==> src/rtl/mem_arb_pkg.sv <==
// Shared definitions for the memory arbiter: mode names, FSM encoding, width helpers.
// Latency: n/a (package only).
// Backpressure: n/a (package only).
package mem_arb_pkg;

  // Arbitration mode names accepted by the MODE parameter.
  localparam string MODE_FIXED = "FIXED";
  localparam string MODE_RR    = "RR";

  // IDLE: grant goes to the arbitration winner. LOCKED: only the owner may be granted.
  typedef enum logic {
    ST_IDLE   = 1'b0,
    ST_LOCKED = 1'b1
  } state_t;

  // Width of a channel index (owner, round-robin pointer). Never narrower than 1 bit.
  function automatic int owner_w(input int n);
    return (n > 1) ? $clog2(n) : 1;
  endfunction

  // Width of a wait counter that must be able to hold the value STARVE.
  function automatic int cnt_w(input int starve);
    return (starve > 0) ? $clog2(starve + 1) : 1;
  endfunction

endpackage

==> src/rtl/arb_pick.sv <==
// Rotating-base priority picker: first set request at or above base, wrapping around.
// Latency: purely combinational, zero cycles.
// Backpressure: none; the caller decides whether the pick is used.
//
// Ports:
//   req  - request vector, one bit per channel
//   base - index searched first; higher indices follow, then wrap to 0
//   gnt  - one-hot winner, all zero when req is zero
module arb_pick #(
  parameter int N  = 2,
  parameter int IW = 1
) (
  input  logic [N-1:0]  req,
  input  logic [IW-1:0] base,
  output logic [N-1:0]  gnt
);

  always_comb begin
    logic found;
    int   idx;
    gnt   = '0;
    found = 1'b0;
    idx   = 0;
    for (int i = 0; i < N; i++) begin
      idx = (int'(base) + i) % N;
      if (!found && req[idx]) begin
        gnt[idx] = 1'b1;
        found    = 1'b1;
      end
    end
  end

endmodule

==> src/rtl/mem_arbiter.sv <==
// Arbitrates NCH channels onto one single-cycle memory port (FIXED priority w/ starvation guard, or RR), with lock.
// Latency: grant, address, enables and read data are all combinational; the access completes in the grant cycle.
// Backpressure: non-granted requesters see o_stall; i_mem_stall blocks every grant and freezes all state.
//
// Ports:
//   clk, rst            - clock, asynchronous active-low reset
//   i_req/i_we/i_lock   - per-channel request, write-not-read, keep ownership after this access
//   i_addr/i_wdata      - per-channel address/data, channel k at [k*W +: W]
//   o_gnt/o_stall       - one-hot grant, request pending but not granted
//   o_rvalid/o_rdata    - read completion per channel, shared read data
//   o_busy              - arbiter is LOCKED to an owner
//   i_mem_stall         - memory cannot accept an access this cycle
//   o_read_en/o_write_en/o_memaddr/o_write_data/i_read_data - memory side
module mem_arbiter
  import mem_arb_pkg::*;
#(
  parameter int    NCH    = 2,
  parameter int    AW     = 32,
  parameter int    DW     = 32,
  parameter string MODE   = "FIXED",
  parameter int    STARVE = 8
) (
  input  logic              clk,
  input  logic              rst,
  input  logic [NCH-1:0]    i_req,
  input  logic [NCH-1:0]    i_we,
  input  logic [NCH-1:0]    i_lock,
  input  logic [NCH*AW-1:0] i_addr,
  input  logic [NCH*DW-1:0] i_wdata,
  output logic [NCH-1:0]    o_gnt,
  output logic [NCH-1:0]    o_stall,
  output logic [NCH-1:0]    o_rvalid,
  output logic [DW-1:0]     o_rdata,
  output logic              o_busy,
  input  logic              i_mem_stall,
  output logic              o_read_en,
  output logic              o_write_en,
  output logic [AW-1:0]     o_memaddr,
  output logic [DW-1:0]     o_write_data,
  input  logic [DW-1:0]     i_read_data
);

  localparam int IW    = owner_w(NCH);
  localparam int CW    = cnt_w(STARVE);
  localparam bit IS_RR = (MODE == MODE_RR);

  state_t         state;
  logic [IW-1:0]  owner;
  logic [IW-1:0]  ptr;
  logic [CW-1:0]  wait_cnt [NCH];

  logic [NCH-1:0] urgent;
  logic [NCH-1:0] pick_req;
  logic [IW-1:0]  pick_base;
  logic [NCH-1:0] pick_gnt;
  logic [NCH-1:0] gnt;
  logic [IW-1:0]  gidx;
  logic [AW-1:0]  memaddr;
  logic [DW-1:0]  wdata;

  // A channel is urgent once it has waited STARVE cycles; STARVE=0 disables the guard.
  always_comb begin
    urgent = '0;
    for (int k = 0; k < NCH; k++) begin
      urgent[k] = (STARVE != 0) && (wait_cnt[k] == CW'(STARVE));
    end
  end

  // FIXED searches from 0, restricted to urgent channels when any of them request.
  // RR searches from the rotating pointer and ignores urgency.
  always_comb begin
    pick_req  = i_req;
    pick_base = '0;
    if (IS_RR) begin
      pick_base = ptr;
    end else if (|(i_req & urgent)) begin
      pick_req = i_req & urgent;
    end
  end

  arb_pick #(
    .N  (NCH),
    .IW (IW)
  ) u_pick (
    .req  (pick_req),
    .base (pick_base),
    .gnt  (pick_gnt)
  );

  // Reset is folded in combinationally so no grant leaks out while rst is low.
  always_comb begin
    gnt = '0;
    if (rst && !i_mem_stall) begin
      if (state == ST_LOCKED) begin
        gnt[owner] = i_req[owner];
      end else begin
        gnt = pick_gnt;
      end
    end
  end

  always_comb begin
    gidx = '0;
    for (int k = 0; k < NCH; k++) begin
      if (gnt[k]) gidx = IW'(k);
    end
  end

  // One-hot AND-OR mux; with no grant both buses fall to zero.
  always_comb begin
    memaddr = '0;
    wdata   = '0;
    for (int k = 0; k < NCH; k++) begin
      if (gnt[k]) begin
        memaddr = memaddr | i_addr[k*AW +: AW];
        wdata   = wdata | i_wdata[k*DW +: DW];
      end
    end
  end

  assign o_gnt        = gnt;
  assign o_stall      = i_req & ~gnt;
  assign o_rvalid     = gnt & ~i_we;
  assign o_rdata      = i_read_data;
  assign o_busy       = (state == ST_LOCKED);
  assign o_read_en    = |(gnt & ~i_we);
  assign o_write_en   = |(gnt & i_we);
  assign o_memaddr    = memaddr;
  assign o_write_data = wdata;

  always_ff @(posedge clk or negedge rst) begin
    if (!rst) begin
      state <= ST_IDLE;
      owner <= '0;
      ptr   <= '0;
      for (int k = 0; k < NCH; k++) wait_cnt[k] <= '0;
    end else if (!i_mem_stall) begin
      case (state)
        ST_IDLE: begin
          // Only the granted channel's lock bit matters.
          if (|(gnt & i_lock)) begin
            state <= ST_LOCKED;
            owner <= gidx;
          end
        end
        ST_LOCKED: begin
          if (!i_req[owner] || (gnt[owner] && !i_lock[owner])) state <= ST_IDLE;
        end
        default: state <= ST_IDLE;
      endcase

      // The pointer only rotates on arbitrated grants, never on owner accesses.
      if (IS_RR && (state == ST_IDLE) && (|gnt)) begin
        ptr <= (gidx == IW'(NCH - 1)) ? '0 : gidx + 1'b1;
      end

      if (!IS_RR) begin
        for (int k = 0; k < NCH; k++) begin
          if (gnt[k]) begin
            wait_cnt[k] <= '0;
          end else if (i_req[k] && !((state == ST_LOCKED) && (owner == IW'(k)))
                       && (wait_cnt[k] != CW'(STARVE))) begin
            wait_cnt[k] <= wait_cnt[k] + 1'b1;
          end
        end
      end
    end
  end

endmodule

==> config.mk <==
export PLATFORM = sky130hd
export DESIGN_NAME = mem_arbiter
export DESIGN_NICKNAME = d
export VERILOG_FILES = /design/src/rtl/mem_arb_pkg.sv /design/src/rtl/arb_pick.sv /design/src/rtl/mem_arbiter.sv
export SDC_FILE = /design/constraint.sdc
export NUM_CORES = 1
export LEC_CHECK = 0
export CORE_AREA = 2 2 106 108
export CTS_CLUSTER_DIAMETER = 200
export DETAILED_ROUTE_END_ITERATION = 10
export DIE_AREA = 0 0 108 110
export SYNTH_ARGS = -nofsm -noshare
export SYNTH_HDL_FRONTEND = slang
export SYNTH_HIERARCHICAL = 1
export SYNTH_SLANG_ARGS = --single-unit
==> constraint.sdc <==
create_clock -name clk -period 2.8 [get_ports clk]
set_input_delay 0.42 -clock clk [delete_from_list [all_inputs] [get_ports clk]]
set_output_delay 0.42 -clock clk [all_outputs]
set_load 0.01 [all_outputs]
==> summary.txt, run 1 <==
Final Non-Filler Cells: 538
First-pass GRT wire length: 14100 µm
DRT antenna net count: 0
Failing checks: negative setup slack
Combinational share of power: 68.3%
Via-to-Cell Ratio: 4.40
Worst stage delay on the critical path: 360 ps
Post-synth top flop: dfrtp_1
Clk Latency, worst-skew pair: 240 ps
ANT cells: 0
Starting Density: 15.1%
Crit. End Element: primary output
Leak: 0.00182 µW
Num CTS Buffers: 3
Site row count: 38
Max VDD drop: 0.460 mV
Most used cell, CP: inv_2
Initial antenna violation count: 0
RD Place Congestion: 0.876
Number of flops mapped to enable cells by yosys: 0
Sequential share of power: 18.2%
CTS H-tree lvls: 1
Die X: 108 µm
PnR Total Power: 1360 µW
Max clock buf depth: 2
Crit path DAT: 2510 ps
Port Buf Inserts: 209
Sw Ratio: 34.4%
Die H: 110 µm
Area of the core: 10700 µm²
WS Path Type: flop to primary output
Worst Skew: 7.08 ps
GRT Total Usage: 15.8%
Final Critical Period: 2930 ps
Largest net degree at the start of global routing: 25
Initial drt markers: 116
Pwr dens: 353 nW/µm²
Fin crit share: 105%
Setup Slack @ Placement: -459 ps
Worst-path clk slew: 50 ps
Crit Path Max Fanout: 21
Async S/R FF share, synth: 100%
Syn_area_per_cell: 8.35 µm²
Share of the core filled with cells: 35.9%
CTS root buf: clkbuf_8
Nets: 572
# Max-Cap Violations: 0
Final WL: 10800 µm
DRC viols: 0
Fmax: 341 MHz
Req. time, crit path: 2380 ps
Fin worst setup slack: -129 ps
Internal power: 891 µW
Crit-path slowest cell: dfrtp_1
TritonCTS clock tree: done
Crit path launch type: flop
Fill cells: 1107
# IOs: 274
Wire length per cell: 20.1 µm
Area of the mapped netlist: 1620 µm²
CP Cell Sequence: inv_2 > ha_4 > nand3b_1 > inv_2 > o31a_1 > a21boi_2 > nor2b_4 > o21ai_4 > clkinv_4 > buf_12 > a22o_1 > buf_2
RSZ-0062 raised after global routing: true
Distinct cells, synth: 42
Hpwl dp: 8490 µm
Synth-to-layout area growth: 137%
Switching power: 467 µW
Status: finished, violations left
Die area: 11900 µm²
Gate Count Post-Synth: 194
#FFs+latches synth: 10
Yosys warns: 6
Layout cells sized above 1: 31.4%
Tightest Hold Check Type: input pin to async pin
Sink Count: 10
Clock share of power: 13.5%
Vias in the first global route: 2332
Fin. Hold Viols: 0
Router iterations before antenna repair: 4
Grt total ovfl: 0
Hold WS: 504 ps
Placed instance count: 519
Max Slew Vio Count: 0
Sequential fraction of the synthesis area: 15.4%
Final setup viols: 67
Vias: 2365
-- critical path, delay by kind of cell (launching register included) --
| kind | cells | cell delay (ps) |
|---|---|---|
| compound gates | 4 | 890 |
| fa+ha+maj | 1 | 150 |
| buf+inv | 5 | 600 |
| flops | 1 | 360 |
| simple gates | 2 | 260 |
-- sequential cells by signal, indices dropped and copies added (netlist names) --
| register | count |
|---|---|
| o_busy | 1 |
| owner | 1 |
| wait_cnt | 8 |
-- power by group through the flow --
stage,Clock (µW),Combinational [µW],Sequential (µW)
final,184,927,247
after floorplan,0,346,243
after global placement,0,826,238
after CTS,188,803,244
after detailed placement,0,837,242
after global routing,195,1000,252
-- repair_timing --
action / 4_1_cts / 5_1_grt
pin swaps: 3 / 30
setup buffers: 0 / 11
hold buffers: 0 / 0
cloned: 2 / 2
setup endpoints to repair: 72 / 72
resized for setup: 277 / 34
-- cells in the mapped netlist, types with 3 or more instances --
library cell	count	share of area, %
nor2b_1	6	2.3
xor2_1	3	1.6
a22o_1	65	35
buf_2	12	3.7
buf_4	33	15
dfrtp_1	10	15
nor2_1	7	1.6
ha_1	4	3.1
inv_1	8	1.9
nand2_1	3	0.69
-- layer usage --
| metal | routed length (µm) | vias up | GRT usage (%) |
|---|---|---|---|
| met3 | 1030 | 6 | 4.82 |
| met4 | 141 | 0 | 2.01 |
| met2 | 5570 | 129 | 28.0 |
| met1 | 4070 | 1115 | 19.3 |
| met5 | 0 | - | 0 |
| li1 | - | 1115 | - |
-- final timing paths --
| path | start | end | slack, ps | cells after the start |
|---|---|---|---|---|
| worst max-delay path | wait_cnt[4] | o_memaddr[23] | -130 | 12 |
| worst min-delay path | rst | wait_cnt[2] | 500 | 2 |
| worst max register to register | wait_cnt[4] | wait_cnt[4] | 150 | 13 |
| worst min register to register | wait_cnt[3] | wait_cnt[3] | 560 | 2 |
| max in group asynchronous | rst | owner | 2140 | 2 |
| min in group clk | wait_cnt[3] | wait_cnt[3] | 560 | 2 |
-- cells by family after synthesis --
logic type,after synthesis,synth area share [%]
other,1,0.231
adders and majority gates,4,3.09
and+or+nand+nor,33,12.1
AOI/OAI and AO/OA,84,44.0
DFF,10,15.4
xor gates and xnor gates,4,2.16
buffers and inverters,58,22.9
-- cell usage in the layout, fill, tap and decap left out, types with 2 or more instances in the layout --
cell,count
nand4_1,2
buf_6,12
a22o_1,64
dfrtp_1,10
nor2_1,7
conb_1,2
clkbuf_8,4
buf_16,2
inv_1,2
ha_4,2
buf_12,5
clkdlybuf4s50_1,136
clkbuf_16,2
nand2_1,3
nand3_1,2
dlymetal6s2s_1,4
xor2_1,3
buf_4,29
nand3b_1,2
inv_2,6
nor2b_1,5
buf_2,53
and4b_1,2
a21oi_1,2
dlygate4sd2_1,3
nand2b_1,2
o2bb2ai_1,2
ha_1,2
-- metrics by stage --
step | area, µm² | setup TNS (ps)
finish | 3840 | -5430
global route | 3840 | -13000
CTS | 3610 | -2930
detailed placement | 3780 | -26750
global placement | 3780 | -24860
floorplan | 1620 | 0
-- final cells by class --
| type | count | area [µm²] | area share (%) |
|---|---|---|---|
| clock buffers | 4 | 55.1 | 1.43 |
| inverters | 10 | 45.0 | 1.17 |
| multi-input cells | 127 | 1050 | 27.4 |
| flip-flops and latches | 10 | 250 | 6.51 |
| well taps | 140 | 175 | 4.56 |
| repair buffers | 247 | 2270 | 58.9 |
No activity file was read; power rests on OpenSTA's default activity.
==> run 2, diff against run 1 <==
--- a/config.mk
+++ b/config.mk
@@ -9,6 +9,8 @@
 export CTS_CLUSTER_DIAMETER = 200
 export DETAILED_ROUTE_END_ITERATION = 10
 export DIE_AREA = 0 0 108 110
+export PLACE_DENSITY = 0.69
+export REMOVE_ABC_BUFFERS = 1
 export SYNTH_ARGS = -nofsm -noshare
 export SYNTH_HDL_FRONTEND = slang
 export SYNTH_HIERARCHICAL = 1
==> run 2 against run 1 <==
  * The run still ends with negative setup slack left
  * Sequential share of layout area about the same
  * Highest routed layer unchanged
  * Wire length decreased by 7.0%
  * First-iteration DRC count increased by 15%
  * Via count increased by 2.2%
==> summary.txt, run 2 (same netlist as run 1, synthesis figures left out) <==
Crit Path Max Fanout: 12 (was 21)
Crit. End Element: primary output (unchanged)
Final WL: 10100 µm (was 10800 µm)
CTS H-tree lvls: 1 (unchanged)
Site row count: 38 (unchanged)
Vias in the first global route: 2243 (was 2332)
Max Slew Vio Count: 0 (unchanged)
Tightest Hold Check Type: input pin to async pin (unchanged)
Largest net degree at the start of global routing: 48 (was 25)
# Max-Cap Violations: 0 (unchanged)
Router iterations before antenna repair: 4 (unchanged)
RSZ-0062 raised after global routing: true (unchanged)
Die X: 108 µm (unchanged)
Hold WS: 506 ps (was 504 ps)
DRC viols: 0 (unchanged)
Worst R2R Setup Slack: 100 ps (was 150 ps)
Die H: 110 µm (unchanged)
CP Buf/Inv Count: 5 (unchanged)
Reg area: 250 µm² (unchanged)
Final Critical Period: 2950 ps (was 2930 ps)
Area of the multi-input gates: 1050 µm² (about the same)
Pwr dens: 344 nW/µm² (was 353 nW/µm²)
Starting Density: 15.1% (unchanged)
Worst Skew: 1.69 ps (was 7.08 ps)
Max VDD drop: 0.154 mV (was 0.460 mV)
Crit path launch type: flop (unchanged)
DRT antenna net count: 0 (unchanged)
Max clock buf depth: 2 (unchanged)
Req. time, crit path: 2380 ps (about the same)
Initial drt markers: 133 (was 116)
CTS root buf: clkbuf_8 (unchanged)
Fill cells: 1116 (was 1107)
WS Path Type: flop to primary output (unchanged)
Share of the core filled with cells: 35.9% (about the same)
Port Buf Inserts: 209 (unchanged)
Synth-to-layout area growth: 137% (about the same)
Sink Count: 10 (unchanged)
Num CTS Buffers: 3 (unchanged)
TritonCTS clock tree: done (unchanged)
Biggest register: wait_cnt (unchanged)
GRT Total Usage: 13.6% (was 15.8%)
Fin worst setup slack: -148 ps (was -129 ps)
Crit-path slowest cell: dfrtp_1 (unchanged)
Critical Path Sink: o_write_data[7] (was o_memaddr[23])
PnR Total Power: 1320 µW (was 1360 µW)
Wire length per cell: 18.6 µm (was 20.1 µm)
Max FFs per register: 8 (unchanged)
Commonest non-fill, non-tap cells in the layout: 136 x clkdlybuf4s50_1, 65 x a22o_1, 45 x buf_2 (was 136 x clkdlybuf4s50_1, 64 x a22o_1, 53 x buf_2)
Status: finished, violations left (unchanged)
Area of the core: 10700 µm² (unchanged)
Hold buffers post-CTS: 0 (unchanged)
Fin crit share: 105% (about the same)
Final setup viols: 66 (was 67)
Commonest non-fill, non-tap cell in the layout: clkdlybuf4s50_1 (unchanged)
Levels on crit path: 12 (unchanged)
Hpwl dp: 7700 µm (was 8490 µm)
Clk Latency, worst-skew pair: 230 ps (was 240 ps)
Vias: 2417 (was 2365)
Sum Neg Setup Slack: -5430 ps (about the same)
Fin. Hold Viols: 0 (unchanged)
Initial antenna violation count: 0 (unchanged)
Reg2reg path depth: 14 (was 13)
CP Cell Sequence: inv_2 > ha_4 > nand3b_1 > inv_2 > o31a_1 > a21boi_2 > nor2b_4 > o21ai_4 > clkinv_4 > clkbuf_16 > a22o_1 > clkdlybuf4s15_2 (was inv_2 > ha_4 > nand3b_1 > inv_2 > o31a_1 > a21boi_2 > nor2b_4 > o21ai_4 > clkinv_4 > buf_12 > a22o_1 > buf_2)
RR Startpoint: wait_cnt[4] (unchanged)
Fmax: 339 MHz (was 341 MHz)
Crit path DAT: 2530 ps (was 2510 ps)
RD Place Congestion: 0.813 (was 0.876)
Worst Setup SP: wait_cnt[4] (unchanged)
Die area: 11900 µm² (unchanged)
First-pass GRT wire length: 12400 µm (was 14100 µm)
Layout cells sized above 1: 31.8% (was 31.4%)
Crit Reg-Reg Endpoint: wait_cnt[4] (unchanged)
Crit path max-delay family: compound AO/OA/AOI/OAI gates (unchanged)
ANT cells: 0 (unchanged)
Failing checks: negative setup slack (unchanged)
Leak: 0.00180 µW (was 0.00182 µW)
Most used cell, CP: inv_2 (unchanged)
Grt total ovfl: 0 (unchanged)
# IOs: 274 (unchanged)
Nets: 576 (was 572)
Worst-path clk slew: 50 ps (about the same)
Via-to-Cell Ratio: 4.46 (was 4.40)
Worst stage delay on the critical path: 360 ps (about the same)
## run 2: cell count changes in the layout (fill, tap and decap cells not counted), moves of 2 or more
cell,previous run,this run
clkdlybuf4s15_2,0,2
clkdlybuf4s15_1,0,4
buf_2,53,45
buf_12,5,3
buf_6,12,7
clkbuf_2,1,14
## run 2: worst reg2reg max path, stage by stage (launching register included)
cell and delay (ps):
dfrtp_1 360, inv_2 60, ha_4 150, nand3b_1 110, inv_2 50, o31a_1 290
a21boi_2 170, nor2b_4 150, o21ai_4 170, clkinv_4 130, buf_6 150, buf_16 130
buf_4 140, or4_4 480, o21ai_2 70
## run 2: area by class of cell
cell class	instances	share of cell area [%]
repair buffers	251	58.9
multi-input cells	127	27.4
flip-flops and latches	10	6.52
well taps	140	4.57
clock buffers	4	1.44
inverters	10	1.17
## run 2: where the power goes
part / internal, µW / switching [µW] / total [µW]
clock network: 124 / 56.7 / 180
registers: 201 / 45.3 / 247
logic: 544 / 349 / 892
## run 2: timing repair
action | in CTS | in global routing
gates cloned | 2 | 2
pin swaps | 8 | 9
resized for setup | 210 | 74
buffers inserted | 3 | 8
setup endpoints to repair | 72 | 72
## run 2: per-layer routing
layer,GRT usage [%],vias to the layer above,part of all wire (%),wire [µm]
met5,1.79,-,0,0
met4,2.84,0,0.89,90
met1,15.9,1138,40,3980
met3,7.11,8,11,1160
li1,-,1121,-,-
met2,22.1,150,48,4840
## run 2: worst min path at each step
stage | slack [ps] | endpoint | from
floorplan | 120 | o_busy | rst
global placement | 520 | wait_cnt[1] | wait_cnt[1]
detailed placement | 530 | wait_cnt[3] | wait_cnt[3]
CTS | 500 | o_busy | rst
global route | 540 | o_busy | rst
finish | 510 | o_busy | rst
## run 2: per-stage QoR
step	cell area, µm²	setup WS [ps]	instances
after floorplan	1290	44.9	147
after global placement	3800	-396	523
after detailed placement	3800	-444	523
after CTS	3820	-197	532
after global routing	3840	-306	542
final	3840	-148	542
